$ cat src/rtl/ht_head_table_pkg.sv
// Shared types for the hash-table head stage: command, head RAM word, downstream payload,
// head-pointer write-back record and the clear-sweep state encoding.
package ht_head_table_pkg;

  localparam int HT_BUCKET_WIDTH   = 8;
  localparam int HT_HEAD_PTR_WIDTH = 10;
  localparam int HT_KEY_WIDTH      = 16;

  typedef enum logic [1:0] {
    OP_SEARCH = 2'd0,
    OP_INSERT = 2'd1,
    OP_DELETE = 2'd2,
    OP_INIT   = 2'd3
  } ht_opcode_t;

  typedef struct packed {
    ht_opcode_t              opcode;
    logic [HT_KEY_WIDTH-1:0] key;
  } ht_command_t;

  typedef struct packed {
    logic [HT_HEAD_PTR_WIDTH-1:0] ptr;
    logic                         ptr_val;
  } head_ram_data_t;

  typedef struct packed {
    ht_command_t                  cmd;
    logic [HT_BUCKET_WIDTH-1:0]   bucket;
    logic [HT_HEAD_PTR_WIDTH-1:0] head_ptr;
    logic                         head_ptr_val;
  } ht_pdata_t;

  typedef struct packed {
    logic [HT_BUCKET_WIDTH-1:0] bucket;
    head_ram_data_t             data;
  } ht_head_wr_t;

  typedef enum logic {
    ST_IDLE  = 1'b0,
    ST_CLEAR = 1'b1
  } init_state_t;

endpackage

$ cat src/rtl/ht_head_table_ram.sv
// Head-pointer RAM: 1 write / 1 registered read port, old data on same-address collision.
// No reset; contents are defined only by the clear sweep or explicit writes.
module ht_head_table_ram #(
  parameter int ADDR_WIDTH = 8,
  parameter int DATA_WIDTH = 11
) (
  input  logic                  clk,
  input  logic                  we,
  input  logic [ADDR_WIDTH-1:0] waddr,
  input  logic [DATA_WIDTH-1:0] wdata,
  input  logic                  re,
  input  logic [ADDR_WIDTH-1:0] raddr,
  output logic [DATA_WIDTH-1:0] q
);

  logic [DATA_WIDTH-1:0] mem [2**ADDR_WIDTH];

  always_ff @(posedge clk) begin
    if (we) mem[waddr] <= wdata;
    if (re) q <= mem[raddr];
  end

endmodule

$ cat src/rtl/ht_head_table.sv
// Reads the bucket head pointer for each command (latency 2, 1/clk) with write-back forwarding;
// ready_o drops when s1 and output are full and ready_i is low, and for the whole clear sweep.
module ht_head_table
  import ht_head_table_pkg::*;
#(
  parameter bit AUTO_INIT      = 1'b1,
  parameter int BUCKET_WIDTH   = HT_BUCKET_WIDTH,
  parameter int HEAD_PTR_WIDTH = HT_HEAD_PTR_WIDTH
) (
  input  logic                    clk_i,
  input  logic                    rst_i,
  input  ht_command_t             cmd_i,
  input  logic [BUCKET_WIDTH-1:0] bucket_i,
  input  logic                    valid_i,
  output logic                    ready_o,
  output ht_pdata_t               pdata_o,
  output logic                    valid_o,
  input  logic                    ready_i,
  input  ht_head_wr_t             head_wr_i,
  input  logic                    head_wr_en_i,
  output logic                    init_busy_o
);

  init_state_t             state, state_nxt;
  logic [BUCKET_WIDTH:0]   cnt, cnt_nxt;

  logic                    in_xfer;
  logic                    s1_adv;
  logic                    wr_en;

  logic                    s1_valid;
  ht_command_t             s1_cmd;
  logic [BUCKET_WIDTH-1:0] s1_bucket;
  logic                    s1_ovr_vld;
  head_ram_data_t          s1_ovr;
  head_ram_data_t          s1_head;

  logic                    ram_we;
  logic [BUCKET_WIDTH-1:0] ram_waddr;
  head_ram_data_t          ram_wdata;
  head_ram_data_t          ram_q;

  assign init_busy_o = (state == ST_CLEAR);
  assign ready_o     = !init_busy_o && (!s1_valid || !valid_o || ready_i);
  assign in_xfer     = valid_i && ready_o;
  assign s1_adv      = s1_valid && !init_busy_o && (!valid_o || ready_i);
  assign wr_en       = head_wr_en_i && !init_busy_o;

  always_ff @(posedge clk_i) begin
    if (rst_i) begin
      state <= AUTO_INIT ? ST_CLEAR : ST_IDLE;
      cnt   <= '0;
    end else begin
      state <= state_nxt;
      cnt   <= cnt_nxt;
    end
  end

  // The extra counter bit flags the wrap out of the last bucket.
  always_comb begin
    state_nxt = state;
    cnt_nxt   = cnt;
    case (state)
      ST_IDLE: begin
        if (in_xfer && cmd_i.opcode == OP_INIT) state_nxt = ST_CLEAR;
      end
      ST_CLEAR: begin
        cnt_nxt = cnt + 1'b1;
        if (cnt_nxt[BUCKET_WIDTH]) begin
          state_nxt = ST_IDLE;
          cnt_nxt   = '0;
        end
      end
      default: state_nxt = ST_IDLE;
    endcase
  end

  always_comb begin
    ram_we    = init_busy_o || head_wr_en_i;
    ram_waddr = init_busy_o ? cnt[BUCKET_WIDTH-1:0] : head_wr_i.bucket;
    ram_wdata = init_busy_o ? '0 : head_wr_i.data;
  end

  ht_head_table_ram #(
    .ADDR_WIDTH (BUCKET_WIDTH),
    .DATA_WIDTH (HEAD_PTR_WIDTH + 1)
  ) u_ram (
    .clk   (clk_i),
    .we    (ram_we),
    .waddr (ram_waddr),
    .wdata (ram_wdata),
    .re    (in_xfer),
    .raddr (bucket_i),
    .q     (ram_q)
  );

  // A write landing in the same cycle s1 moves on must reach the output too.
  always_comb begin
    if (wr_en && head_wr_i.bucket == s1_bucket) s1_head = head_wr_i.data;
    else if (s1_ovr_vld)                        s1_head = s1_ovr;
    else                                        s1_head = ram_q;
  end

  always_ff @(posedge clk_i) begin
    if (rst_i) begin
      s1_valid   <= 1'b0;
      s1_ovr_vld <= 1'b0;
    end else if (in_xfer) begin
      s1_valid <= 1'b1;
      if (cmd_i.opcode == OP_INIT) begin
        s1_ovr_vld <= 1'b1;
      end else begin
        s1_ovr_vld <= wr_en && head_wr_i.bucket == bucket_i;
      end
    end else begin
      if (s1_adv) s1_valid <= 1'b0;
      if (wr_en && head_wr_i.bucket == s1_bucket) s1_ovr_vld <= 1'b1;
    end
  end

  always_ff @(posedge clk_i) begin
    if (in_xfer) begin
      s1_cmd    <= cmd_i;
      s1_bucket <= bucket_i;
      // OP_INIT leaves with an empty head once the sweep has finished.
      s1_ovr    <= (cmd_i.opcode == OP_INIT) ? '0 : head_wr_i.data;
    end else if (wr_en && head_wr_i.bucket == s1_bucket) begin
      s1_ovr <= head_wr_i.data;
    end
  end

  always_ff @(posedge clk_i) begin
    if (rst_i) begin
      valid_o <= 1'b0;
      pdata_o <= '0;
    end else if (s1_adv) begin
      valid_o              <= 1'b1;
      pdata_o.cmd          <= s1_cmd;
      pdata_o.bucket       <= s1_bucket;
      pdata_o.head_ptr     <= s1_head.ptr;
      pdata_o.head_ptr_val <= s1_head.ptr_val;
    end else if (valid_o && ready_i) begin
      valid_o <= 1'b0;
    end else if (valid_o && wr_en && head_wr_i.bucket == pdata_o.bucket) begin
      pdata_o.head_ptr     <= head_wr_i.data.ptr;
      pdata_o.head_ptr_val <= head_wr_i.data.ptr_val;
    end
  end

  a_no_wr_during_clear: assert property (@(posedge clk_i) disable iff (rst_i)
    !(init_busy_o && head_wr_en_i));

endmodule
$ cat config.mk
export PLATFORM = sky130hd
export DESIGN_NAME = ht_head_table
export DESIGN_NICKNAME = d
export VERILOG_FILES = /design/src/rtl/ht_head_table_pkg.sv /design/src/rtl/ht_head_table_ram.sv /design/src/rtl/ht_head_table.sv
export SDC_FILE = /design/constraint.sdc
export NUM_CORES = 2
export LEC_CHECK = 0
export BUFFER_PORTS_ARGS = -buffer_cell sky130_fd_sc_hd__buf_2
export CAP_MARGIN = 20
export CORE_ASPECT_RATIO = 0.8
export CORE_MARGIN = 4
export CORE_UTILIZATION = 55
export DETAILED_ROUTE_END_ITERATION = 10
export PLACE_DENSITY = 0.73
export REMOVE_ABC_BUFFERS = 1
export SLEW_MARGIN = 20
export SYNTH_ARGS = -nofsm -noshare
export SYNTH_HDL_FRONTEND = slang
export SYNTH_SLANG_ARGS = --single-unit
export TNS_END_PERCENT = 50
$ cat constraint.sdc
create_clock -name clk_i -period 8.7 [get_ports clk_i]
set_clock_uncertainty 0.1 [all_clocks]
set_input_delay 0.87 -clock clk_i [delete_from_list [all_inputs] [get_ports clk_i]]
set_output_delay 0.87 -clock clk_i [all_outputs]
set_load 0.01 [all_outputs]
## After elaboration in Yosys (flattened, before gate mapping)

Memory sizes are Yosys's and may differ from the RTL's. A register that Yosys moved wholly into a read port is not among the register bits.
Index checks and enable logic that the tools add are counted.

- Register bits: 87
- Bits in writable memories: 2816
- Input bits: 50
- Output and inout bits: 40
- Logic and storage cells: 69
- Memories: 1

Memory list:

| name | depth | width | read ports | clocked after Yosys merged registers in | write ports | line | RTL |
|---|---|---|---|---|---|---|---|
| u_ram.mem | 256 | 11 | 1 | 1 | 1 | ht_head_table_ram.sv:16 | `logic [DATA_WIDTH-1:0] mem [2**ADDR_WIDTH];` |

- $add $sub $neg: 1
- Eq/ne operators: 5
- Mux-type cells: 23
- Bitwise logic cells: 1
- Reductions and logical operators: 23

Operators by type and width:

| operator | number |
|---|---|
| $mux W11 | 9 |
| $eq A8 B8 Y1 | 3 |
| $mux W8 | 2 |
| $logic_and A1 B1 Y1 | 11 |
| $mux W1 | 11 |
| $add A9 B1 Y9 const B | 1 |
| $reduce_bool A2 Y1 | 4 |
| $logic_or A1 B1 Y1 | 4 |
| $logic_not A1 Y1 | 3 |
| $eq A2 B2 Y1 const B | 1 |
| $ne A2 B2 Y1 const B | 1 |
| $pmux W1 S2 | 1 |
| $reduce_and A2 Y1 | 1 |
| $not A1 Y1 | 1 |

## Logic depth before layout (Yosys ltp)

- Depth after elaboration: 8
- Depth in mapped cells: 11

## By module

A second synthesis with hierarchy kept.

- Cell total of the unflattened synthesis: 5351
- Area, all modules: 112510.4 um^2

Modules (own cells, without submodules):

| module | times used | cells an instance | area each (um^2) |
|---|---|---|---|
| ht_head_table_ram | 1 | 4999 | 108823.1 |
| ht_head_table | 1 | 352 | 3687.3 |

## Worst setup path after synthesis

OpenSTA, ideal clock, no wires.

- Path type: register to register
- From: reg state (netlist: init_busy_o)
- To: mem u_ram.mem[0][0] (data pin)
- Library setup time: 1.446 ns
- Arrival: 7.174 ns
- Path slack: -0.021 ns
- Cell stages (with the launch flop): 5
- Buffers on the path: 3
- Path through: dfxtp_1 clkbuf_1 clkbuf_1 buf_1 nor2b_1

RTL lines:

| what | line | RTL |
|---|---|---|
| from (decl) | ht_head_table.sv:24 | `init_state_t state, state_nxt;` |
| from (signal assigned) | ht_head_table.sv:51 | `state <= AUTO_INIT ? ST_CLEAR : ST_IDLE;` |
| from (signal assigned) | ht_head_table.sv:54 | `state <= state_nxt;` |
| to (decl) | ht_head_table_ram.sv:16 |  |

## Worst setup path in the final report

- From: reg state (netlist: init_busy_o)
- To: mem u_ram.mem[76][6] (enable)

- Longest elaborated chain between the ends: 3
- Elaborated cells on any way between the ends: 4
- Those cells by class: mux: 3; reduce/logical: 1

RTL lines:

| what | line | RTL |
|---|---|---|
| $logic_or A1 B1 Y1 | ht_head_table.sv:79 | `ram_we = init_busy_o \|\| head_wr_en_i;` |
| $mux W1 | ht_head_table_ram.sv:19 | `if (we) mem[waddr] <= wdata;` |
| $mux W1 (implied by the code) | ht_head_table_ram.sv:19 |  |

Parallel ways exist; a longest one is shown, timed or not.

==> run metrics <==
outcome=finished clean; largest net degree at the start of global routing=225; fill cell count=13.6k; die span in x=513 um; CTS clk-pin slew, worst paths=60 ps; DR vias=57.0k; highest-count cells in the layout ignoring fill and taps=edfxtp_1 (2864), mux4_2 (652), clkbuf_16 (287), nor2_1 (197), buf_4 (177); simple-gate share of the synthesized area=2.41%; Routed WL=279000 um; setup bufs post-CTS=0; area fraction in compound gates after synthesis=3.72%; Die H=412 um; WS Path Type=reg -> reg; vias in the first global route=55.5k; Reg2Reg Launch Point=init_busy_o; worst skew pair latency=900 ps; Cells after DPL=7955; Reg2Reg Depth=6; FMAX=220 MHz; WL/cell=33.0 um; final instance area=125000 um^2; largest family of logic cells by synthesized area=multiplexers; Final nets=5603; Slew headroom=7.67%; CTS tree=yes; final worst-path cycle share=52.3%; worst slew pin tran=1380 ps; Final HPWL DP=160000 um; Rows=148; GR Overflow Total=0; mux share of post-synthesis cell area=14.6%; Critical Path RT=9090 ps; worst path arrival time=4940 ps; xor/xnor cell area share of the yosys netlist=0.210%; initial drt markers=8824; Root Buffer=clkbuf_16; CP endpoint=u_ram.mem[76][6]; Pleak=39.6 nW; unrepaired setup endpoints after global routing=false; R2R Setup Slk=4150 ps; Cells after Synth=5293; Async SR Flop Fraction=0%; commonest non-fill, non-tap cell in the layout=edfxtp_1; Yosys cell types=60; post-DR vias/cell=6.75; CTS Buffer Depth=4; initial antenna violation count=16; final hold vios=0; placed cell areas=116000 um^2; I/O pin total=90; maximum fanout along the worst path=36; r2r endpoint=u_ram.mem[76][6]; # DRC=0; Yosys reg bits=2913; H-tree depth=5; maxcap violations=0; Synth Cell Area=112000 um^2; TritonRoute pass-1 iters=6; Worst Hold Class=in -> reg; PortBufs=89; register area share after synthesis=77.4%; total CTS buffers=281; nature of the critical path startpoint=flip-flop; Final TNS setup=0 ps; IR drop worst, VDD=0.226 mV; power per cell area=221 nW/um^2; CP startpoint=init_busy_o; # setup viols final=0; first-pass GRT wire length=403000 um; die footprint=212000 um^2; WHS=54.5 ps; CP endpoint kind=flip-flop; Avg Inst Size Synth=21.2 um^2; post-synthesis adder-cell area fraction=0.0111%; initial core utilization=55.3%; Post-synth top flop=edfxtp_1; hold path start=cmd_i[10]; RD Place Congestion=0.883; share of cells above drive strength 1=25.6%; Pwr Total=27.7 mW; Core Region=203000 um^2; Area Growth Syn to Fin=11.3%; post-route ant nets=0; minimum clock period=4550 ps; warnings from Yosys=0; GRT Overall Usage=26.4%; Post-synth EDFFs=2864; Non-Filler Instances=8440; max-slew violations=0; clk sinks=2913
==> cells by family (layout without fill, tap and decap cells) <==
kind of cell	Yosys count	count (layout)
adder cells (fa/ha/maj)	1	1
AND/OR/NAND/NOR	617	617
other	0	8
AO/OA/AOI/OAI	580	580
multiplexers	822	822
XOR/XNOR	27	27
buffers and inverters	333	772
flip-flops	2913	2913
==> cell usage after synthesis (17+ instances only) <==
master	count	area share, %
o21ai_0	25	0.11
nand3_1	39	0.17
o22ai_1	44	0.24
nor3_1	22	0.098
a221oi_1	57	0.44
dfxtp_1	49	0.87
nand2_1	158	0.53
a211oi_1	25	0.17
nor2_1	296	0.99
o221ai_1	44	0.34
xnor2_1	17	0.13
a22o_1	55	0.43
buf_4	33	0.22
buf_6	32	0.32
mux2_2	41	0.41
mux2i_1	129	1.1
clkbuf_1	143	0.48
edfxtp_1	2864	77
mux4_2	652	13
nor2b_1	21	0.12
buf_2	87	0.39
a22oi_1	121	0.81
a21oi_1	122	0.54
o32ai_1	21	0.16
==> critical path, stage by stage (launching register included) <==
cell	delay, ps
dfxtp_2	700
buf_4	510
nor2b_1	280
a22o_1	410
nand3_1	730
buf_4	510
nor2_1	870
==> power breakdown <==
part | switching, mW | internal (mW)
clock network | 4.97 | 6.40
registers | 0.00597 | 15.2
logic | 0.691 | 0.446
==> state kept, by name, indices dropped and copies added (netlist names) <==
signal / count
cnt: 8
init_busy_o: 1
pdata_o: 37
s1_bucket: 8
s1_cmd: 18
s1_ovr: 11
s1_ovr_vld: 1
s1_valid: 1
u_ram.mem: 2816
u_ram.q: 11
valid_o: 1
==> layout make-up <==
| cell class | count | area [um^2] | area share [%] |
|---|---|---|---|
| sequential | 2913 | 87000 | 69.5 |
| antenna | 8 | 20.0 | 0.0160 |
| inverter | 14 | 52.6 | 0.0420 |
| timing repair buffer | 295 | 2390 | 1.91 |
| tap | 2700 | 3380 | 2.70 |
| clock buffer | 348 | 7410 | 5.92 |
| clock inverter | 115 | 872 | 0.697 |
| multi-input combinational | 2047 | 24000 | 19.2 |
==> worst min path at each step <==
stage / to / slack (ps) / depth (start not counted)
after floorplan: s1_valid / 340 / 2
after global routing: s1_cmd[10] / 10 / 1
after detailed placement: pdata_o[20] / 350 / 2
final: s1_cmd[10] / 50 / 1
after global placement: pdata_o[6] / 340 / 2
after CTS: s1_cmd[10] / 0.2 / 1
==> routing by layer <==
metal	share of wire, %	global-route usage, %	up-vias
met2	45	37.8	3876
met3	14	8.39	529
met4	2.9	7.28	8
met1	39	39.6	29800
met5	0.018	0	-
li1	-	-	22700
==> metrics by stage <==
stage | setup WS [ps] | util, %
3_5_place_dp | 3320 | 57.3
4_1_cts | 4290 | 61.4
5_1_grt | 4020 | 61.5
6_report | 4150 | 61.5
2_1_floorplan | 96.4 | -
3_3_place_gp | 3370 | 57.2
==> what timing repair did <==
item / CTS / global route
endpoints found under the hold margin: 2 / 0
gates resized for setup: 0 / 0
hold buffers: 2 / 0
(Power assumes the default switching activity.)
